**config.mk**
```make
export PLATFORM = sky130hd
export DESIGN_NAME = link_responder
export DESIGN_NICKNAME = d
export VERILOG_FILES = /design/src/rtl/link_responder_pkg.sv /design/src/rtl/link_byte_fifo.sv /design/src/rtl/link_responder.sv
export SDC_FILE = /design/constraint.sdc
export NUM_CORES = 1
export LEC_CHECK = 0
export ABC_AREA = 1
export CAP_MARGIN = 40
export CORE_MARGIN = 4
export CORE_UTILIZATION = 60
export CTS_BUF_LIST = sky130_fd_sc_hd__clkbuf_8
export CTS_CLUSTER_DIAMETER = 40
export DETAILED_ROUTE_END_ITERATION = 10
export PLACE_DENSITY_LB_ADDON = 0.05
export SYNTH_ARGS = -nofsm -noshare
export SYNTH_HDL_FRONTEND = slang
export SYNTH_SLANG_ARGS = --single-unit
export TNS_END_PERCENT = 1
```
**constraint.sdc**
```tcl
create_clock -name clk -period 4.05 [get_ports clk]
set_input_delay 1.0125 -clock clk [delete_from_list [all_inputs] [get_ports clk]]
set_output_delay 1.0125 -clock clk [all_outputs]
set_load 0.05 [all_outputs]
```
**src/rtl/link_responder_pkg.sv**
```systemverilog
// Shared types and default timing constants for the link responder.
package link_responder_pkg;

  typedef enum logic [1:0] {
    O_IDLE = 2'd0,
    O_CAPT = 2'd1,
    O_ACK  = 2'd2,
    O_WAIT = 2'd3
  } out_state_e;

  typedef enum logic [1:0] {
    I_IDLE  = 2'd0,
    I_SETUP = 2'd1,
    I_PULSE = 2'd2,
    I_WAIT  = 2'd3
  } in_state_e;

  localparam int unsigned DEF_PULSE_LEN = 4;
  localparam int unsigned DEF_SETUP_LEN = 2;

endpackage

```
**src/rtl/link_byte_fifo.sv**
```systemverilog
// First-word fall-through byte FIFO; pointers carry one extra wrap bit.
module link_byte_fifo #(
  parameter int unsigned DEPTH = 4
) (
  input  logic       clk,
  input  logic       rst_n,
  input  logic       push_i,
  input  logic [7:0] data_i,
  input  logic       pop_i,
  output logic [7:0] data_o,
  output logic       valid_o,
  output logic       full_o
);

  localparam int unsigned AW = (DEPTH > 1) ? $clog2(DEPTH) : 1;

  logic [AW:0] wr_q, wr_d, rd_q, rd_d;
  logic [7:0]  mem_q [DEPTH];
  logic        empty, do_push, do_pop;

  assign empty   = (wr_q == rd_q);
  assign full_o  = (wr_q[AW] != rd_q[AW]) && (wr_q[AW-1:0] == rd_q[AW-1:0]);
  assign valid_o = ~empty;
  assign data_o  = mem_q[rd_q[AW-1:0]];
  assign do_push = push_i & ~full_o;
  assign do_pop  = pop_i & ~empty;

  always_comb begin
    wr_d = wr_q;
    rd_d = rd_q;
    if (do_push) wr_d = wr_q + 1'b1;
    if (do_pop)  rd_d = rd_q + 1'b1;
  end

  always_ff @(posedge clk or negedge rst_n) begin
    if (!rst_n) begin
      wr_q <= '0;
      rd_q <= '0;
    end else begin
      wr_q <= wr_d;
      rd_q <= rd_d;
    end
  end

  always_ff @(posedge clk) begin
    if (do_push) mem_q[wr_q[AW-1:0]] <= data_i;
  end

endmodule

```
**src/rtl/link_responder.sv**
```systemverilog
// Flag-handshake responder between a peer CPU's I/O registers and local byte streams.
// Optional feature: define LINK_LOOPBACK_EN to echo received peer bytes back to the peer.
module link_responder
  import link_responder_pkg::*;
#(
  parameter int unsigned FIFO_DEPTH = 4,
  parameter int unsigned PULSE_LEN  = DEF_PULSE_LEN,
  parameter int unsigned SETUP_LEN  = DEF_SETUP_LEN
) (
  input  logic       clk,
  input  logic       rst_n,
  input  logic [7:0] outr,
  input  logic       fg_out,
  output logic       fg_out_set_n,
  input  logic       fg_in,
  output logic       fg_in_set_n,
  output logic [7:0] inpr,
  output logic [7:0] rx_byte,
  output logic       rx_valid,
  input  logic       rx_ready,
  input  logic [7:0] tx_byte,
  input  logic       tx_valid,
  output logic       tx_ready
);

  localparam logic [3:0] PULSE_LAST = 4'(PULSE_LEN - 1);
  localparam logic [3:0] SETUP_LAST = 4'(SETUP_LEN - 1);

  logic fo_meta_q, fo_s_q, fi_meta_q, fi_s_q;

  out_state_e o_state_q, o_state_d;
  logic [3:0] o_cnt_q, o_cnt_d;
  in_state_e  i_state_q, i_state_d;
  logic [3:0] i_cnt_q, i_cnt_d;
  logic       i_seen_q, i_seen_d;
  logic [7:0] inpr_q, inpr_d;

  logic       push, pop, fifo_valid, fifo_full, in_ready, src_valid;
  logic [7:0] fifo_head, src_byte;

  always_ff @(posedge clk or negedge rst_n) begin
    if (!rst_n) begin
      fo_meta_q <= 1'b1;
      fo_s_q    <= 1'b1;
      fi_meta_q <= 1'b1;
      fi_s_q    <= 1'b1;
      o_state_q <= O_IDLE;
      o_cnt_q   <= '0;
      i_state_q <= I_IDLE;
      i_cnt_q   <= '0;
      i_seen_q  <= 1'b0;
      inpr_q    <= '0;
    end else begin
      fo_meta_q <= fg_out;
      fo_s_q    <= fo_meta_q;
      fi_meta_q <= fg_in;
      fi_s_q    <= fi_meta_q;
      o_state_q <= o_state_d;
      o_cnt_q   <= o_cnt_d;
      i_state_q <= i_state_d;
      i_cnt_q   <= i_cnt_d;
      i_seen_q  <= i_seen_d;
      inpr_q    <= inpr_d;
    end
  end

  // Set pulses decode straight from state so reset releases them without waiting for a clock.
  always_comb begin
    o_state_d    = o_state_q;
    o_cnt_d      = o_cnt_q;
    push         = 1'b0;
    fg_out_set_n = 1'b1;
    case (o_state_q)
      O_IDLE: if (!fo_s_q && !fifo_full) o_state_d = O_CAPT;
      O_CAPT: begin
        push      = 1'b1;
        o_cnt_d   = '0;
        o_state_d = O_ACK;
      end
      O_ACK: begin
        fg_out_set_n = 1'b0;
        if (o_cnt_q == PULSE_LAST) o_state_d = O_WAIT;
        else                       o_cnt_d   = o_cnt_q + 4'd1;
      end
      O_WAIT: if (fo_s_q) o_state_d = O_IDLE;
      default: o_state_d = O_IDLE;
    endcase
  end

  always_comb begin
    i_state_d   = i_state_q;
    i_cnt_d     = i_cnt_q;
    i_seen_d    = i_seen_q;
    inpr_d      = inpr_q;
    in_ready    = 1'b0;
    fg_in_set_n = 1'b1;
    case (i_state_q)
      I_IDLE: begin
        in_ready = ~fi_s_q;
        if (src_valid && in_ready) begin
          inpr_d    = src_byte;
          i_cnt_d   = '0;
          i_seen_d  = 1'b0;
          i_state_d = I_SETUP;
        end
      end
      I_SETUP: begin
        if (i_cnt_q == SETUP_LAST) begin
          i_cnt_d   = '0;
          i_state_d = I_PULSE;
        end else begin
          i_cnt_d = i_cnt_q + 4'd1;
        end
      end
      I_PULSE: begin
        fg_in_set_n = 1'b0;
        if (i_cnt_q == PULSE_LAST) i_state_d = I_WAIT;
        else                       i_cnt_d   = i_cnt_q + 4'd1;
      end
      I_WAIT: begin
        // Peer consumption is a full rise-then-fall of its input flag.
        if (fi_s_q)        i_seen_d  = 1'b1;
        else if (i_seen_q) i_state_d = I_IDLE;
      end
      default: i_state_d = I_IDLE;
    endcase
  end

  assign inpr    = inpr_q;
  assign rx_byte = fifo_head;

`ifdef LINK_LOOPBACK_EN
  logic unused_lb;
  assign unused_lb = ^{tx_byte, tx_valid, rx_ready};
  assign src_byte  = fifo_head;
  assign src_valid = fifo_valid;
  assign pop       = fifo_valid & in_ready;
  assign rx_valid  = 1'b0;
  assign tx_ready  = 1'b0;
`else
  assign src_byte  = tx_byte;
  assign src_valid = tx_valid;
  assign pop       = fifo_valid & rx_ready;
  assign rx_valid  = fifo_valid;
  assign tx_ready  = in_ready;
`endif

  link_byte_fifo #(.DEPTH(FIFO_DEPTH)) u_fifo (
    .clk    (clk),
    .rst_n  (rst_n),
    .push_i (push),
    .data_i (outr),
    .pop_i  (pop),
    .data_o (fifo_head),
    .valid_o(fifo_valid),
    .full_o (fifo_full)
  );

endmodule

```
## Yosys cells after proc, flatten, opt, wreduce, memory -nomap -nowiden

Memory sizes are Yosys's and may differ from the RTL's.
Index checks and enable logic that the tools add are counted.

- Register bits after elaboration: 31
- Bits in writable memories: 32
- Output and inout port bits: 20
- Word-level logic and storage cells: 87
- Memories kept: 1

- $add $sub $neg: 4
- Equality and inequality tests: 23
- Mux-type cells: 25
- Bitwise logic cells: 6
- Reduce and logical (&&, ||, !) cells: 16

Memory list:

| memory | words | bits a word | rd ports | clocked after Yosys merged registers in | wr ports | RTL line | RTL |
|---|---|---|---|---|---|---|---|
| u_fifo.mem_q | 4 | 8 | 1 | 0 | 1 | link_byte_fifo.sv:18 | `logic [7:0] mem_q [DEPTH];` |

Operators by type and width:

| cell | count |
|---|---|
| $ne 2x2->1 const B | 11 |
| $mux 2 | 8 |
| $mux 4 | 4 |
| $pmux 2 s4 | 2 |
| $pmux 4 s3 | 1 |
| $reduce_and 3->1 | 3 |
| $add 4x1->4 const B | 2 |
| $eq 2x2->1 const B | 4 |
| $eq 4x2->1 const B | 2 |
| $mux 1 | 8 |
| $pmux 4 s2 | 1 |
| $add 3x1->3 const B | 2 |
| $reduce_and 5->1 | 1 |
| $eq 2x1->1 const B | 2 |
| $eq 4x1->1 const B | 1 |
| $logic_not 2->1 | 2 |
| $reduce_and 2->1 | 2 |
| $reduce_bool 2->1 | 2 |
| $and 1x1->1 | 3 |
| $eq 3x3->1 | 1 |
| $logic_and 1x1->1 | 3 |
| $not 1->1 | 3 |
| $reduce_bool 3->1 | 1 |
| $eq 2x2->1 | 1 |
| other kinds (3) | 4 |

## Longest topological paths before layout

Gate-level depths: netlist of run 1.

- Depth in word-level cells: 6
- Depth in mapped cells: 10
- Mapped depth without buffers: 9

## Hierarchy

Synthesis of run 1 repeated with hierarchy kept, for this count alone.

- Cells, all modules: 298
- Area total of the unflattened synthesis: 2989.1 um2

Modules (own cells, without submodules):

| module | times used | cells each | area each (um2) | seq. area each (um2) |
|---|---|---|---|---|
| link_byte_fifo | 1 | 137 | 1652.8 | 1111.1 |
| link_responder | 1 | 161 | 1336.3 | 630.6 |

## Least setup slack after synthesis of run 1

OpenSTA, ideal clock, no wires.

- Kind: register to output
- Start point: register u_fifo.rd_q[0]
- End point: output rx_byte[2]
- Data arrival time: 1618 ps
- Required time: 3038 ps
- Setup slack: 1419 ps
- Stages on the path, launching flop included: 6
- Buffers on the path: 2
- Cell sequence: dfrtp_1 > buf_6 > inv_6 > buf_2 > o21ai_0 > o22ai_1

- Longest elaborated chain between the ends: 1

RTL lines:

| what | RTL line | RTL |
|---|---|---|
| from (decl) | link_byte_fifo.sv:17 | `logic [AW:0] wr_q, wr_d, rd_q, rd_d;` |
| from (signal assigned) | link_byte_fifo.sv:41 | `rd_q <= rd_d;` |
| $mem_v2 4x8 | n/a |  |
| to (decl) | link_responder.sv:18 | `output logic [7:0] rx_byte,` |

No other way between the ends.

## Worst setup path in the final report of run 1

- Start point: register u_fifo.rd_q[0]
- End point: output rx_byte[7]

Same word-level chain as after synthesis.

==> metrics.md, run 1 <==
| Metric | Value |
|---|---|
| CTS buffer count | 9 |
| Hold Crit Endpoint | fo_s_q |
| First-pass GRT wire length | 9010 um |
| DR vias/cell | 5.26 |
| Adder-Cell Fraction of Synth Area | 0.0733 |
| Mapped Cells | 271 |
| Setup bufs post-CTS | 0 |
| R2r worst-path depth | 6 |
| Mapped Area | 2900 um^2 |
| Ratio of cells with drive above 1 in the final layout | 0.138 |
| Clock Latency Late Sink | 0.32 ns |
| Commonest cells in the netlist | 56 x nand2_1, 32 x edfxtp_1, 27 x dfrtp_1 |
| Sequential area share after synthesis | 0.601 |
| WP data required | 3.04 ns |
| Pre-antenna DRT Iters | 4 |
| CP bufs+invs | 1 |
| Ys Warns | 0 |
| Largest net degree at the start of global routing | 32 |
| Post-CTS Resized | 0 |
| Post-synth EDFFs | 32 |
| Hpwl dp | 3520 um |
| Worst-Margin Slew | 0.807 ns |
| # diodes | 0 |
| H-tree lvl count | 3 |
| Initial core utilization | 0.618 |
| Min-Delay Path Class | flip-flop to flip-flop |
| Initial antenna violation count | 0 |
| Yosys top cell by area | edfxtp_1 |
| Die height | 77.5 um |
| Worst Slack Setup Final | 0.601 ns |
| Most common cell in the netlist | nand2_1 |
| Simple-Gate Fraction of Synth Area | 0.177 |
| Final Slew Violations | 0 |
| Tcrit/Tclk final | 0.852 |
| Post-Synth XOR/XNOR Area | 0.0177 |
| Synth cell types | 31 |
| Critical path launch point type | flip-flop |
| Pwr/cell area | 865 nW/um^2 |
| Hold path start | fo_meta_q |
| Core area | 4690 um^2 |
| Die ar. | 6010 um^2 |
| Mean Syn Cell Area | 10.7 um^2 |
| Chip width | 77.5 um |
| Max_slew headroom | 0.460 |
| R2R Path End | u_fifo.mem_q[2][7] |
| Total Neg Setup Slack | 0 ns |
| Post-route ant nets | 0 |
| Rows | 25 |
| Worst path slowest cell | clkdlybuf4s50_1 |
| Number of buffers added on ports | 41 |
| Max Cap Viol | 0 |
| Setup WS pre-CTS | 0.999 ns |
| CP peak stage delay | 0.84 ns |
| Fmax | 290 MHz |
| Io pins | 42 |
| Nets | 359 |
| Total Routed Length | 5160 um |
| Final min period | 3.45 ns |
| Flop-to-flop setup slack | 1.70 ns |
| Delay-heaviest family, CP | buffers and inverters |
| Peak supply drop | 0.000494 V |
| Critical Path AT | 2.44 ns |
| Syn_nets | 310 |
| Setup Skew | 0.00627 ns |
| Initial DRC Count | 130 |
| Clk pin slew, worst setup/hold paths | 0.07 ns |
| Drt drc | 0 |
| CTS tree | yes |
| Post-CTS Hold Fix Bufs | 0 |
| Most used flip-flop cell after synthesis | edfxtp_1 |
| Top cell type's share of synthesized area | 0.331 |
| Hold slack | 0.354 ns |
| Synth Register Bits | 63 |
| Clk buf depth | 2 |
| CTS root buf | clkbuf_8 |
| Final setup violation count | 0 |
| Sink Count | 63 |
| Area growth syn-to-layout | 23.4% |
| Crit-path cells | o21ai_0, o22ai_1, clkdlybuf4s50_1 |
| Reg-to-reg startpoint | u_fifo.rd_q[0] |
| Top cells by area, synth | edfxtp_1 33%, dfrtp_1 23%, ha_1 7.3% |
| LEAKAGE | 1.53 nW |
| Mux cell area share after synthesis | 0 |
| Worst setup EP type | output pin |
| Avg WL per Cell | 13.6 um |
| DR vias | 1993 |
| Status | finished, final reports clean |
| Vias in the first global route | 2050 |
| Largest family of logic cells by synthesized area | simple AND/OR/NAND/NOR gates |
| Remaining Overflow, GRT | 0 |
| Hold Fails Final Rpt | 0 |
| # fillers | 337 |
| RSZ-0062 raised after global routing | false |
| Compound-gate portion of the synthesized area | 0.0807 |
| Crit path max fanout | 19 |
| GPL Wtd Cong | 0.740 |
| Hold depth | 0 |
| Post-synthesis async set-or-reset flop share | 0.492 |
| Overall Global Routing Usage | 0.192 |
| Worst Setup Path Type | flip-flop to output pin |
[stage by stage]
stage	total power [mW]	instances	area (um^2)	util
floorplan	2.10	271	2900	-
global placement	2.48	363	3360	0.715
detailed placement	2.51	363	3360	0.715
CTS	3.12	379	3580	0.763
global route	3.31	379	3580	0.763
finish	3.10	379	3580	0.763
[worst max path at each step]
stage | from | to | slack (ns) | depth (start not counted)
after floorplan | u_fifo.rd_q[0] | rx_byte[2] | 1.42 | 5
after global placement | u_fifo.rd_q[0] | rx_valid | 1.06 | 5
after detailed placement | u_fifo.rd_q[0] | rx_valid | 1.0 | 5
after CTS | u_fifo.rd_q[0] | rx_byte[7] | 0.60 | 3
after global routing | u_fifo.rd_q[0] | rx_byte[7] | 0.52 | 3
final | u_fifo.rd_q[0] | rx_byte[7] | 0.60 | 3
[sequential cells by signal (all words and copies together), names as in the netlist, 2 cells and up]
register	count
u_fifo.mem_q	32
o_cnt_q	4
u_fifo.wr_q	3
i_cnt_q	4
inpr	8
i_state_q	2
u_fifo.rd_q	3
o_state_q	2
[cells in the final DEF (no fill, tap or decap), types with 2 or more instances in the layout]
master           Yosys  final
bufinv_16            0      2
nor2_1              25     25
nand2_1             56     56
nand2_4              3      3
dfrtp_1             27     27
clkdlybuf4s50_1      0     41
clkinvlp_4           0      2
o21ai_0             20     20
xor2_1               2      2
nand2_2              9      9
nor2_2               2      2
ha_1                17     17
clkbuf_8             0     10
o21ai_1              5      5
xnor2_1              2      2
a21oi_1              6      6
nand3_1              9      9
inv_1               25     25
o22ai_1              9      9
edfxtp_1            32     32
inv_2                4      4
dfstp_2              4      4
[where the power goes]
part           leakage (nW)  switching, mW  internal [mW]
logic                 0.749          0.985          0.500
registers             0.672          0.156          0.858
clock network         0.106          0.237          0.360
[final cells by class]
| cell class | count | area (um^2) | area share |
|---|---|---|---|
| sequential | 63 | 1740 | 0.487 |
| multi-input combinational | 174 | 1010 | 0.283 |
| timing repair buffer | 42 | 418 | 0.117 |
| clock buffer | 10 | 138 | 0.0385 |
| inverter | 30 | 118 | 0.0329 |
| clock inverter | 6 | 83.8 | 0.0234 |
| tap | 54 | 67.6 | 0.0189 |
[worst reg2reg max path, cell delays in order, from the launching register on]
cell,delay (ns)
dfrtp_1,0.79
inv_6,0.17
nand2_2,0.14
nand2_4,0.07
nand3_4,0.09
nand2_4,0.09
nor2_1,0.63
[logic make-up after synthesis]
| kind of cell | Yosys count |
|---|---|
| xor gates and xnor gates | 5 |
| and+or+nand+nor | 109 |
| adders and majority gates | 17 |
| buffers and inverters | 34 |
| DFF | 63 |
| AOI/OAI and AO/OA | 43 |
[per-layer routing]
layer	track usage	up-vias	wire, um
li1	-	995	-
met1	0.228	932	2150
met2	0.323	61	2570
met3	0.0626	5	396
met4	0.0783	0	43
met5	0	-	0
No activity file was read; power rests on OpenSTA's default activity.
==> run 2: changes to the inputs <==
--- a/config.mk
+++ b/config.mk
@@ -7,7 +7,6 @@
 export LEC_CHECK = 0
 export ABC_AREA = 1
 export CAP_MARGIN = 40
-export CORE_MARGIN = 4
 export CORE_UTILIZATION = 60
 export CTS_BUF_LIST = sky130_fd_sc_hd__clkbuf_8
 export CTS_CLUSTER_DIAMETER = 40
==> run 2 against run 1 <==
- count of clock-buffer cells in the layout increased by 1
- non-clock buffer count is the same
- worst hold slack improved by 0.0054 ns
- design area decreased by 1.5%
- global-route usage is 4.7 points higher
- first-iteration DRC count shrank 4.6%
- wire length grew 3.8%
- final cell count is 0.53% lower
- critical endpoint is now rx_valid
- sequential cell count unchanged
==> metrics.md, run 2 (synthesis results as in run 1) <==
| Metric | Value |
|---|---|
| Total Neg Setup Slack | 0 ns (unchanged) |
| Worst path slowest cell | clkdlybuf4s50_1 |
| Chip width | 71.5 um (-7.7%) |
| DR vias | 2011 (+0.90%) |
| CTS buffer count | 9 (unchanged) |
| Die ar. | 5120 um^2 (-15%) |
| Worst setup EP type | output pin |
| Nets | 359 (unchanged) |
| Hpwl dp | 3690 um (+4.6%) |
| Setup Skew | 0.00579 ns (-0.000482 ns) |
| Clock Latency Late Sink | 0.33 ns (about the same) |
| Final Power | 2.97 mW (-4.1%) |
| # diodes | 0 (unchanged) |
| Ratio of cells with drive above 1 in the final layout | 0.129 (-0.00923) |
| Post-route ant nets | 0 (unchanged) |
| Remaining Overflow, GRT | 0 (unchanged) |
| Most common cell after layout, fill and taps aside | nand2_1 |
| Core area | 4500 um^2 (-4.0%) |
| CTS root buf | clkbuf_8 |
| Critical path launch point type | flip-flop |
| Hold Fails Final Rpt | 0 (unchanged) |
| Worst Setup Path Type | flip-flop to output pin |
| Crit-path cells | inv_6, nand2_2, nand2_4, nand4_4, clkdlybuf4s50_1 |
| WP data required | 3.04 ns (about the same) |
| Critical Path AT | 2.40 ns (-0.04 ns) |
| Io pins | 42 (unchanged) |
| Finished Cell Area | 3530 um^2 (-1.5%) |
| Final min period | 3.41 ns (-0.0375 ns) |
| Clk pin slew, worst setup/hold paths | 0.07 ns (about the same) |
| Initial antenna violation count | 0 (unchanged) |
| Setup bufs post-CTS | 0 (unchanged) |
| LEAKAGE | 1.52 nW (-0.11%) |
| H-tree lvl count | 3 (unchanged) |
| Peak supply drop | 0.000453 V (-8.3%) |
| Total Routed Length | 5350 um (+3.8%) |
| Max Cap Viol | 0 (unchanged) |
| Overall Global Routing Usage | 0.239 (+0.0467) |
| CTS tree | yes |
| Pre-antenna DRT Iters | 4 (unchanged) |
| DP Area | 3350 um^2 (about the same) |
| Max_slew headroom | 0.441 (-0.0193) |
| Initial DRC Count | 124 (-4.6%) |
| Fmax | 293 MHz (+1.1%) |
| Avg WL per Cell | 14.2 um (+4.3%) |
| Rows | 24 (-4.0%) |
| CP peak stage delay | 0.80 ns (-0.04 ns) |
| Final setup violation count | 0 (unchanged) |
| Min-Delay Path Class | flip-flop to flip-flop |
| Largest net degree at the start of global routing | 32 (unchanged) |
| Sink Count | 63 (unchanged) |
| GPL Wtd Cong | 0.772 (+4.4%) |
| Die height | 71.5 um (-7.7%) |
| Area growth syn-to-layout | 21.6% |
| Tcrit/Tclk final | 0.842 (-0.00926) |
| Initial core utilization | 0.644 (+0.0258) |
| Crit path max fanout | 19 (unchanged) |
| First-pass GRT wire length | 9070 um (+0.61%) |
| Vias in the first global route | 2012 (-1.9%) |
| Post-CTS Resized | 0 (unchanged) |
| Worst-Margin Slew | 0.836 ns (+0.0289 ns) |
| Pwr/cell area | 842 nW/um^2 (-2.7%) |
| Number of buffers added on ports | 41 (unchanged) |
| Drt drc | 0 (unchanged) |
| Post-CTS Hold Fix Bufs | 0 (unchanged) |
| Most frequent cells in the layout | 56 x nand2_1, 41 x clkdlybuf4s50_1, 32 x edfxtp_1 |
| Max reg flops | 32 (unchanged) |
| Final Slew Violations | 0 (unchanged) |
| RSZ-0062 raised after global routing | false |
| Clk buf depth | 2 (unchanged) |
| Hold slack | 0.360 ns (+0.00543 ns) |
| Status | finished, final reports clean |
| DR vias/cell | 5.33 (+1.4%) |
==> run 2: cell types whose count changed in the layout (fill, tap and decap cells not counted) <==
| cell | previous run | this run |
|---|---|---|
| inv_1 | 25 | 29 |
| clkbuf_8 | 10 | 11 |
| bufinv_16 | 2 | 0 |
| clkinvlp_4 | 2 | 0 |
| clkinv_1 | 1 | 0 |
==> run 2: cell type report <==
class                           count  area (um^2)
Multi-Input combinational cell    174         1010
Timing Repair Buffer               42          418
Fill cell                         292          978
Inverter                           30          118
Clock inverter                      5         20.0
Clock buffer                       11          151
Tap cell                           52         65.1
Sequential cell                    63         1740
==> run 2: routing by layer <==
layer  global-route usage  wire length (um)  up-vias
met5                    0                 0        -
met4                0.133                70        0
met3               0.0520               201        8
met2                0.393              2620       46
met1                0.298              2450      962
li1                     -                 -      995
==> run 2: critical path, delay by kind of cell, from the launching register on <==
family	cells	cell delay, ns
buf+inv	2	0.96
flops	1	0.78
simple gates	3	0.31
==> run 2: final timing paths <==
path | cells after the start | slack [ns] | end | start
min in group asynchronous | 2 | 1.09 | u_fifo.rd_q[1] | rst_n
worst min register to register | 0 | 0.36 | fi_s_q | fi_meta_q
max in group asynchronous | 2 | 2.63 | fi_meta_q | rst_n
worst max register to register | 6 | 1.65 | u_fifo.mem_q[0][3] | u_fifo.rd_q[0]
worst min-delay path | 0 | 0.36 | fi_s_q | fi_meta_q
worst max-delay path | 5 | 0.64 | rx_valid | u_fifo.rd_q[0]
==> run 2: per-stage QoR <==
stage / setup WS, ns / std cells / util
finish: 0.639 / 377 / 0.783
global route: 0.518 / 377 / 0.783
CTS: 0.631 / 377 / 0.783
detailed placement: 0.994 / 361 / 0.745
global placement: 1.04 / 361 / 0.745
floorplan: 1.42 / 271 / -
==> run 2: where the power goes <==
| group | internal [mW] | switching (mW) |
|---|---|---|
| Sequential | 0.859 | 0.158 |
| Combinational | 0.502 | 0.991 |
| Clock | 0.246 | 0.214 |
| Total | 1.61 | 1.36 |
==> run 3: changes to the inputs <==
--- a/config.mk
+++ b/config.mk
@@ -7,7 +7,7 @@
 export LEC_CHECK = 0
 export ABC_AREA = 1
 export CAP_MARGIN = 40
-export CORE_UTILIZATION = 60
+export CORE_UTILIZATION = 56
 export CTS_BUF_LIST = sky130_fd_sc_hd__clkbuf_8
 export CTS_CLUSTER_DIAMETER = 40
 export DETAILED_ROUTE_END_ITERATION = 10
==> constraint.sdc (replaced) <==
create_clock -name clk -period 3.3 [get_ports clk]
set_input_delay 0.825 -clock clk [delete_from_list [all_inputs] [get_ports clk]]
set_output_delay 0.825 -clock clk [all_outputs]
set_load 0.05 [all_outputs]
==> run 3 against run 2 <==
- combinational power is 21% higher
- sequential power is 23% higher
- worst setup slack worse by 0.41 ns
- sequential share of layout area is 0.36 points lower
- wire length is 5.4% lower
- largest power group unchanged
==> metrics.md, run 3 (synthesis results as in run 1) <==
| Metric | Value |
|---|---|
| Worst Setup Path Type | flip-flop to output pin |
| Total Routed Length | 5060 um (-5.4%) |
| Final setup violation count | 0 (unchanged) |
| Chip width | 74.0 um (+3.4%) |
| Pint | 2.01 mW (+25%) |
| Final Slew Violations | 0 (unchanged) |
| Initial DRC Count | 121 (-2.4%) |
| Max Cap Viol | 0 (unchanged) |
| Sequential cell fraction of total power | 0.339 (-0.003) |
| Pre-antenna DRT Iters | 4 (unchanged) |
| Layout Cells excl Fill | 392 (+4.0%) |
| Overall Global Routing Usage | 0.211 (-0.0276) |
| Io pins | 42 (unchanged) |
| Worst-Margin Slew | 0.763 ns (-0.0733 ns) |
| Vias in the first global route | 1882 (-6.5%) |
| P_sw | 1.67 mW (+22%) |
| Ratio of cells with drive above 1 in the final layout | 0.129 (unchanged) |
| DR vias/cell | 5.05 (-5.3%) |
| CP bufs+invs | 2 (unchanged) |
| Min-Delay Path Class | flip-flop to flip-flop |
| Worst setup EP type | output pin |
| R2r worst-path depth | 6 (unchanged) |
| Hpwl dp | 3400 um (-7.7%) |
| Status | finished, final reports clean |
| RSZ-0062 raised after global routing | false |
| Setup bufs post-CTS | 0 (unchanged) |
| WP data required | 2.47 ns (-0.57 ns) |
| CTS buffer count | 9 (unchanged) |
| Multi-input logic area | 1010 um^2 (unchanged) |
| Clk pin slew, worst setup/hold paths | 0.06 ns (about the same) |
| Net switching fraction of the power | 0.454 (-0.00522) |
| Remaining Overflow, GRT | 0 (unchanged) |
| CP Depth | 5 (unchanged) |
| First-pass GRT wire length | 8270 um (-8.7%) |
| Hold depth | 0 (unchanged) |
| Core area | 4850 um^2 (+7.6%) |
| Drt drc | 0 (unchanged) |
| Sink Count | 63 (unchanged) |
| Clk buf depth | 2 (unchanged) |
| Final Power | 3.67 mW (+24%) |
| Clock Latency Late Sink | 0.34 ns (about the same) |
| Avg WL per Cell | 12.9 um (-9.0%) |
| DR vias | 1981 (-1.5%) |
| Fmax | 326 MHz |
| LEAKAGE | 1.51 nW (-0.96%) |
| Area growth syn-to-layout | 22.6% |
| Worst path slowest cell | clkdlybuf4s50_1 |
| Tcrit/Tclk final | 0.930 |
| Largest net degree at the start of global routing | 32 (unchanged) |
| DP Cell Count | 376 (+4.2%) |
| CP peak stage delay | 0.80 ns (about the same) |
| Max_slew headroom | 0.490 (+0.0490) |
| Number of buffers added on ports | 41 (unchanged) |
| Nets | 359 (unchanged) |
| Peak supply drop | 0.000560 V (+24%) |
| Die ar. | 5470 um^2 (+6.9%) |
| Most common cell after layout, fill and taps aside | nand2_1 |
| # fillers | 367 (+26%) |
| Most frequent cells in the layout | 56 x nand2_1, 41 x clkdlybuf4s50_1, 32 x edfxtp_1 |
| Critical Path AT | 2.25 ns (-0.15 ns) |
| # diodes | 0 (unchanged) |
| Die height | 74.0 um (+3.4%) |
| Crit-path cells | inv_2, nand2_1, nand2_4, nand4_4, clkdlybuf4s50_1 |
| Register area | 1740 um^2 (about the same) |
| Critical path launch point type | flip-flop |
| Comb power frac | 0.494 (-0.009) |
| Post-route ant nets | 0 (unchanged) |
| Initial antenna violation count | 0 (unchanged) |
| Pwr/cell area | 1030 nW/um^2 (+23%) |
| Finished Cell Area | 3550 um^2 (+0.82%) |
| Clk pwr share | 0.167 (+0.012) |
| Post-CTS Hold Fix Bufs | 0 (unchanged) |
| Initial core utilization | 0.598 (-0.0457) |
| CTS tree | yes |
| CTS root buf | clkbuf_8 |
| Final min period | 3.07 ns |
| DP Area | 3370 um^2 (+0.56%) |
| Max reg flops | 32 (unchanged) |
| Rows | 25 (+4.2%) |
| H-tree lvl count | 3 (unchanged) |
| Total Neg Setup Slack | 0 ns (unchanged) |
| GPL Wtd Cong | 0.817 (+5.7%) |
| Crit path max fanout | 12 (-7) |
| Setup Skew | 0.00973 ns (+0.00394 ns) |
| Flop-to-flop setup slack | 1.12 ns (-0.53 ns) |
| Delay-heaviest family, CP | buffers and inverters |
| Hold Fails Final Rpt | 0 (unchanged) |
[run 3: through the flow]
step / hold WS, ns / utilization / setup WS, ns
3_5_place_dp: 0.349 / 0.696 / 0.443
5_1_grt: 0.356 / 0.733 / 0.127
6_report: 0.357 / 0.733 / 0.229
3_3_place_gp: 0.346 / 0.696 / 0.466
4_1_cts: 0.357 / 0.733 / 0.0717
2_1_floorplan: 0.345 / - / 0.857
[run 3: power groups by stage]
stage,Clock [mW],Sequential (mW),Combinational [mW]
6_report,0.613,1.25,1.81
5_1_grt,0.660,1.27,1.98
4_1_cts,0.625,1.24,1.83
3_5_place_dp,0,1.25,1.83
3_3_place_gp,0,1.25,1.79
2_1_floorplan,0,1.34,1.24
[run 3: path summary, 6_finish.rpt]
path	end	from
min reg2reg	fo_s_q	fo_meta_q
max in group asynchronous	fi_s_q	rst_n
max	rx_valid	u_fifo.rd_q[1]
min	fo_s_q	fo_meta_q
min in group asynchronous	u_fifo.rd_q[0]	rst_n
max reg2reg	u_fifo.mem_q[0][7]	u_fifo.rd_q[1]
[run 3: worst register-to-register path, cell delays in order, from the launching register on]
cell     delay (ns)
dfrtp_1        0.61
inv_2          0.19
nand2_1        0.15
nand2_4        0.08
nand3_4        0.08
nand2_4        0.09
nor2_1         0.60
[run 3: final cells by class]
cell class | count | area share
tap | 67 | 0.0236
inverter | 30 | 0.0331
clock inverter | 7 | 0.0158
timing repair buffer | 42 | 0.118
multi-input combinational | 174 | 0.285
sequential | 63 | 0.490
clock buffer | 9 | 0.0348
[run 3: what timing repair did]
action	4_1_cts	5_1_grt
resized for setup	0	1
endpoints found under the setup margin	0	1
hold endpoints to repair	0	0
[run 3: per-layer routing]
layer,track usage,wire (um)
met1,0.264,2250
met2,0.336,2380
met3,0.0786,353
met4,0.0833,79
met5,0,0
